File: config.mk
export PLATFORM = sky130hd
export DESIGN_NAME = spi2adc
export DESIGN_NICKNAME = d
export VERILOG_FILES = /design/src/rtl/adc_pkg.sv /design/src/rtl/spi_clk_div.sv /design/src/rtl/spi2adc.sv
export SDC_FILE = /design/constraint.sdc
export NUM_CORES = 1
export LEC_CHECK = 0
export CAP_MARGIN = 20
export CORE_UTILIZATION = 54
export CTS_CLUSTER_DIAMETER = 60
export DETAILED_ROUTE_END_ITERATION = 6
export PLACE_DENSITY = 0.78
export SLEW_MARGIN = 30
export SYNTH_ARGS = -nofsm -noshare
export SYNTH_HDL_FRONTEND = slang
export SYNTH_SLANG_ARGS = --single-unit
File: constraint.sdc
create_clock -name sysclk -period 2.4 [get_ports sysclk]
set_clock_uncertainty 0.05 [all_clocks]
set_input_delay 0.48 -clock sysclk [delete_from_list [all_inputs] [get_ports sysclk]]
set_output_delay 0.48 -clock sysclk [all_outputs]
set_load 0.01 [all_outputs]
File: src/rtl/adc_pkg.sv
// rtl/adc_pkg.sv - shared constants and state encoding for the MCP3002 SPI master
package adc_pkg;

   typedef enum logic [1:0] {
      ST_IDLE     = 2'd0,
      ST_CS_SETUP = 2'd1,
      ST_SHIFT    = 2'd2
   } adc_state_t;

   localparam int FRAME_BITS      = 16;
   localparam int DATA_FIRST_BIT  = 6;
   localparam int DATA_BITS       = 10;
   localparam int DEFAULT_CLK_DIV = 25;

   // Command prefix, frame bits 4..0: MSBF, ODD(slot), SGL, START, leading zero.
   // The ODD slot is filled with the latched channel at run time.
   localparam logic [4:0] CMD_FIXED   = 5'b10110;
   localparam int         CMD_ODD_BIT = 3;

   // Level to drive on adc_din while frame bit idx is on the wire.
   function automatic logic frame_bit(input logic [3:0] idx, input logic ch);
      logic [FRAME_BITS-1:0] w_frame;
      w_frame              = '0;
      w_frame[4:0]         = CMD_FIXED;
      w_frame[CMD_ODD_BIT] = ch;
      return w_frame[idx];
   endfunction

endpackage

File: src/rtl/spi_clk_div.sv
// rtl/spi_clk_div.sv - SCK prescaler producing half-period ticks and the SCK level
module spi_clk_div
   import adc_pkg::*;
#(
   parameter int CLK_DIV = DEFAULT_CLK_DIV
) (
   input  logic i_clk,
   input  logic i_rst_n,
   input  logic i_clr,
   input  logic i_en,
   output logic o_tick,
   output logic o_rise_tick,
   output logic o_fall_tick,
   output logic o_sck
);

   localparam logic [7:0] TC = 8'(CLK_DIV - 1);

   logic [7:0] r_cnt;
   logic       r_sck;
   logic       w_tc;

   assign w_tc = (r_cnt == TC);

   // Free-running half-period counter, held at zero while cleared
   always_ff @(posedge i_clk) begin
      if (!i_rst_n || i_clr) begin
         r_cnt <= '0;
      end else if (w_tc) begin
         r_cnt <= '0;
      end else begin
         r_cnt <= r_cnt + 8'd1;
      end
   end

   // SCK only toggles when shifting; it idles low otherwise
   always_ff @(posedge i_clk) begin
      if (!i_rst_n || i_clr) begin
         r_sck <= 1'b0;
      end else if (w_tc && i_en) begin
         r_sck <= ~r_sck;
      end
   end

   // Ticks are qualified by the current SCK level so they mark the edge about to be made
   assign o_tick      = w_tc;
   assign o_rise_tick = w_tc & i_en & ~r_sck;
   assign o_fall_tick = w_tc & i_en &  r_sck;
   assign o_sck       = r_sck;

endmodule

File: src/rtl/spi2adc.sv
// rtl/spi2adc.sv - SPI master running one 16-bit MCP3002 conversion per start pulse
module spi2adc
   import adc_pkg::*;
#(
   parameter int CLK_DIV = DEFAULT_CLK_DIV
) (
   input  logic                 sysclk,
   input  logic                 rst_n,
   input  logic                 start,
   input  logic                 channel,
   input  logic                 adc_dout,
   output logic                 adc_cs_n,
   output logic                 adc_sck,
   output logic                 adc_din,
   output logic [DATA_BITS-1:0] data_from_adc,
   output logic                 data_valid,
   output logic                 busy
);

   adc_state_t           r_state;
   adc_state_t           w_state_nxt;
   logic                 w_start_frame;
   logic                 w_end_frame;
   logic                 w_tick;
   logic                 w_rise_tick;
   logic                 w_fall_tick;
   logic                 w_sck;
   logic                 r_ch;
   logic [3:0]           r_idx;
   logic [DATA_BITS-1:0] r_shift;
   logic [DATA_BITS-1:0] r_data;
   logic                 r_cs_n;
   logic                 r_din;
   logic                 r_valid;
   logic                 r_busy;

   spi_clk_div #(
      .CLK_DIV (CLK_DIV)
   ) u_clk_div (
      .i_clk       (sysclk),
      .i_rst_n     (rst_n),
      .i_clr       (r_state == ST_IDLE),
      .i_en        (r_state == ST_SHIFT),
      .o_tick      (w_tick),
      .o_rise_tick (w_rise_tick),
      .o_fall_tick (w_fall_tick),
      .o_sck       (w_sck)
   );

   // State register
   always_ff @(posedge sysclk) begin
      if (!rst_n) begin
         r_state <= ST_IDLE;
      end else begin
         r_state <= w_state_nxt;
      end
   end

   // Next state: start is only looked at in IDLE, so a start while busy is dropped
   always_comb begin
      w_state_nxt   = r_state;
      w_start_frame = 1'b0;
      w_end_frame   = 1'b0;
      case (r_state)
         ST_IDLE: begin
            if (start) begin
               w_state_nxt   = ST_CS_SETUP;
               w_start_frame = 1'b1;
            end
         end
         ST_CS_SETUP: begin
            if (w_tick) begin
               w_state_nxt = ST_SHIFT;
            end
         end
         ST_SHIFT: begin
            if (w_fall_tick && r_idx == 4'(FRAME_BITS - 1)) begin
               w_state_nxt = ST_IDLE;
               w_end_frame = 1'b1;
            end
         end
         default: begin
            w_state_nxt = ST_IDLE;
         end
      endcase
   end

   // Frame datapath: command out on falling edges, sample in on rising edges
   always_ff @(posedge sysclk) begin
      if (!rst_n) begin
         r_cs_n  <= 1'b1;
         r_din   <= 1'b0;
         r_data  <= '0;
         r_valid <= 1'b0;
         r_busy  <= 1'b0;
         r_ch    <= 1'b0;
         r_idx   <= '0;
         r_shift <= '0;
      end else begin
         r_valid <= 1'b0;
         if (w_start_frame) begin
            r_cs_n <= 1'b0;
            r_busy <= 1'b1;
            r_ch   <= channel;
            r_idx  <= '0;
         end
         if (r_state == ST_CS_SETUP && w_tick) begin
            r_din <= frame_bit(4'd0, r_ch);
         end
         // Bit 5 is the ADC null bit and is skipped; D9..D0 arrive MSB first
         if (w_rise_tick && r_idx >= 4'(DATA_FIRST_BIT)) begin
            r_shift <= {r_shift[DATA_BITS-2:0], adc_dout};
         end
         if (w_end_frame) begin
            r_cs_n  <= 1'b1;
            r_din   <= 1'b0;
            r_busy  <= 1'b0;
            r_data  <= r_shift;
            r_valid <= 1'b1;
         end else if (w_fall_tick) begin
            r_idx <= r_idx + 4'd1;
            r_din <= frame_bit(r_idx + 4'd1, r_ch);
         end
      end
   end

   assign adc_cs_n      = r_cs_n;
   assign adc_sck       = w_sck;
   assign adc_din       = r_din;
   assign data_from_adc = r_data;
   assign data_valid    = r_valid;
   assign busy          = r_busy;

endmodule

==> impl_summary.md <==
Status
The run finished with clean final reports.

Logic synthesis
The fraction of synthesized area in multiplexers is 0.0676. The sequential cell area fraction in the yosys report is 0.492. In the synthesized netlist, the number of instances is 162.

Ranked by total cell area, the synthesized netlist is headed by dfxtp_1 49%, mux2i_1 6.8%, a22o_1 5.4%. For this run, the leading register cell type out of synthesis is dfxtp_1. The cell area after synthesis is 0.00163 mm2. Of the total synthesized cell area, the portion taken by AND, OR, NAND and NOR gates is 0.187.

The adder and majority cell fraction of the synthesized area is 0.0384. The cell accounting for the most synthesized area is dfxtp_1. The largest family of logic cells by synthesized area is simple AND/OR/NAND/NOR gates. For this run, the number of Yosys warnings is 0.

Counting flops with an async set or reset pin after synthesis yields a share of 0. Each instance of the synthesized netlist takes up on average 10.1 um2. The number of enable flip-flop cells after synthesis is 0.

The area share of xor/xnor cells in the synthesized design is 0.0430. Synthesis produced a netlist with a net count of 172. The share of the synthesized area in compound gates (AO/OA/AOI/OAI) was 0.137.

The number of distinct library cells after synthesis is 39. Counting flops and latches in the post-synthesis netlist gives 40. Of the post-synthesis cell area, the dominant cell type holds 0.492.

Timing
Based on the critical path, the design can be clocked at up to 544 MHz. The final setup slack of the worst path is 562 ps. At the pin with the least slew margin, the transition time is 585 ps. The final-layout setup total negative slack is 0 ps.

The share of the cycle needed by the critical path after routing is 0.766. The worst slew slack as a fraction of its limit is 0.608. Setup repair after global routing left no endpoint under its margin.

The total count of max-transition violations in the final report is 0. The worst path needs 1840 ps of the cycle, external delays included. The number of endpoints failing setup at the final stage is 0.

The number of endpoints with negative hold slack in the final report is 0.

Drt
The highest signal layer in the routed design is met4. After the first detailed-routing iteration, the DRC count stood at 75. The total via count after detailed routing is 1,219. After detailed routing, the wire length on met1 is 1.45 mm. The total length of routed met2 wires is 1.40 mm. The post-detailed-route wirelength per cell is 13.6 um. Summed over all layers, the routed wires come to 2.98 mm. The number of detailed-routing iterations run before antenna repair is 4. The detail route stage leaves a number of antenna-violating nets equal to 0. The vias per cell is 5.57. The routed length on met3 is 88 um.

The final routed DRC violation total is 0.

Clocking
TritonCTS built the clock tree. The number of clock sinks is 40. The clock latency reported for the late side of the worst-skew pair is 330 ps. The TritonCTS buffer count is 5. The clock passes through at most 2 buffers.

The clock-pin slew of the registers on the worst-case setup and hold paths is 110 ps. Once the clock tree was built, the setup fixing pass inserted 0 buffers. The H-tree was split into 2 levels.

The number of gates resized after CTS is 0. The root buffer selected by CTS is clkbuf_4. The number of buffers inserted by hold repair at cts is 0.

Placed design
At the placement stage, the worst setup path has a slack of 612 ps. The HPWL after detailed placement is 2.16 mm. The global placement routability congestion is 0.785.

In this run the tool buffered the top-level ports with 19 buffer cells.

Worst setup path
The largest delay contributor family on the critical path is buffers and inverters. The critical path in this run is classified as flop to output pin. In this run the number of cells on the critical path is 1.

The category of the worst setup path launch point is a flop. Walking the worst path, the cells encountered are clkdlybuf4s50_1. Along the worst path, the maximum fanout reaches 5. Measured in cells, the most critical reg-to-reg path has a length of 6. The number of buffer and inverter instances along the worst setup path is 1. The delay of the slowest cell on the worst path is 560 ps. The arrival time of data at the critical path endpoint is 1310 ps. The worst-path cell with the longest stage delay is clkdlybuf4s50_1. In this run the worst setup path begins at u_clk_div.o_sck$_SDFFE_PP0N_. In this run the critical register-to-register path is launched from u_clk_div.r_cnt[0]$_SDFF_PP0_.

The data required time of the critical path is 1870 ps. STA classifies the critical path endpoint as an output pin.

GRT
The total global-route track usage is 0.210. The number of antenna violations at the first check in global routing is 0. The via count of the first global-routing pass was 1,184. The first global-routing pass estimated 5.17 mm of wire. The global route total overflow is 0.

Entering global routing, the biggest net connects 18 pins.

Layout
The number of inserted diodes is 0. The area growth from synthesis to layout is 18.6%. The multi-input combinational cells in the finished layout cover a total of 769 um2. Registers take 801 um2.

The count of fill cells added during filler insertion is 233. The number of nets at the end of the flow is 197. The core utilization of the finished layout is 0.689. Of the cells placed in the final design, the portion with a size suffix greater than 1 is 0.0851.

Floorplanning
The number of placement rows is 19. For this configuration, the core starts out at a cell density of 0.581. The die outline height is 56.9 um. The die is 56.9 um wide. The core footprint is 0.00281 mm2. In this run the count of I/O pins placed on the die edge is 20. The die covers 0.00324 mm2.

Pwr
The total power of the final layout is 0.00114 W. Power spread over the standard cell area amounts to 592 mW/mm2. For this design the static power due to leakage is 0.790 nW. The worst-case IR drop observed on VDD is 0.376 mV.

Min path
The worst hold path begins at adc_cs_n$_SDFFE_PP1P_. The worst hold path passes through 2 cells. The type of the tightest min-delay check is flop to flop.

Flow run
The max capacitance violation total is 0.
-- through the flow --
stage	instances	cell area, um2	hold slack (ps)
after global placement	211	1860	390
after detailed placement	211	1860	395
after global routing	219	1930	425
after CTS	219	1930	412
final	219	1930	411
after floorplan	162	1630	387
-- metal layers --
| metal | track usage | up-vias |
|---|---|---|
| met5 | 0 | - |
| met4 | 0.0836 | 0 |
| met3 | 0.0484 | 4 |
| met2 | 0.345 | 18 |
| met1 | 0.269 | 580 |
| li1 | - | 617 |
-- cell type report --
cell class / instances / share of cell area
multi-input cells: 109 / 0.398
inverters: 9 / 0.0175
repair buffers: 22 / 0.110
clock buffers: 6 / 0.0214
clock inverters: 2 / 0.0181
well taps: 31 / 0.0201
flip-flops and latches: 40 / 0.415
-- power by group --
part | internal [W] | switching, W
registers | 0.000670 | 0.00000595
logic | 0.0000192 | 0.0000244
clock network | 0.000218 | 0.000206
total | 0.000908 | 0.000237
-- synthesized netlist by cell type, drive strengths merged, types with 2 or more instances --
| library cell | instances |
|---|---|
| dfxtp | 40 |
| nor2 | 20 |
| mux2i | 11 |
| a22o | 10 |
| inv | 8 |
| nand3 | 8 |
| nand2 | 7 |
| a21oi | 5 |
| ha | 5 |
| xor2 | 5 |
| nor3 | 4 |
| buf | 3 |
| nand4 | 3 |
| o21a | 3 |
| xnor2 | 3 |
| a21boi | 2 |
| and3 | 2 |
| nor2b | 2 |
| nor3b | 2 |
| o211ai | 2 |
| or2 | 2 |
-- cells in the final DEF (no fill, tap or decap), types with 2 or more instances in the layout --
master and instances:
a21boi_0 2, a21oi_1 5, a22o_1 10, and3_1 2
buf_4 3, clkbuf_4 5, clkdlybuf4s50_1 19, dfxtp_1 40
ha_1 5, inv_1 8, mux2i_1 11, nand2_1 7
nand3_1 7, nand4_1 3, nor2_1 20, nor2b_1 2
nor3_1 4, o211ai_1 2, o21a_1 3, or2_2 2
xnor2_1 3, xor2_1 5
-- sequential cells by signal (all words and copies together), names as in the netlist --
name	cells
r_shift	10
adc_cs_n	1
u_clk_div.o_sck	1
u_clk_div.r_cnt	8
data_valid	1
r_ch	1
r_state	2
adc_din	1
data_from_adc	10
r_idx	4
busy	1
-- final timing paths --
kind                                        end  slack, ps
setup reg to reg  data_from_adc[4]$_SDFFE_PN0P_        630
setup / recovery                        adc_sck        560
hold / removal            adc_cs_n$_SDFFE_PP1P_        410
hold reg to reg           adc_cs_n$_SDFFE_PP1P_        410
-- logic make-up after synthesis --
family / after synthesis
AND/OR/NAND/NOR: 56
flip-flops: 40
AO/OA/AOI/OAI: 29
buffers and inverters: 13
multiplexers: 11
XOR/XNOR: 8
adder cells (fa/ha/maj): 5
No activity file was read; power rests on OpenSTA's default activity.
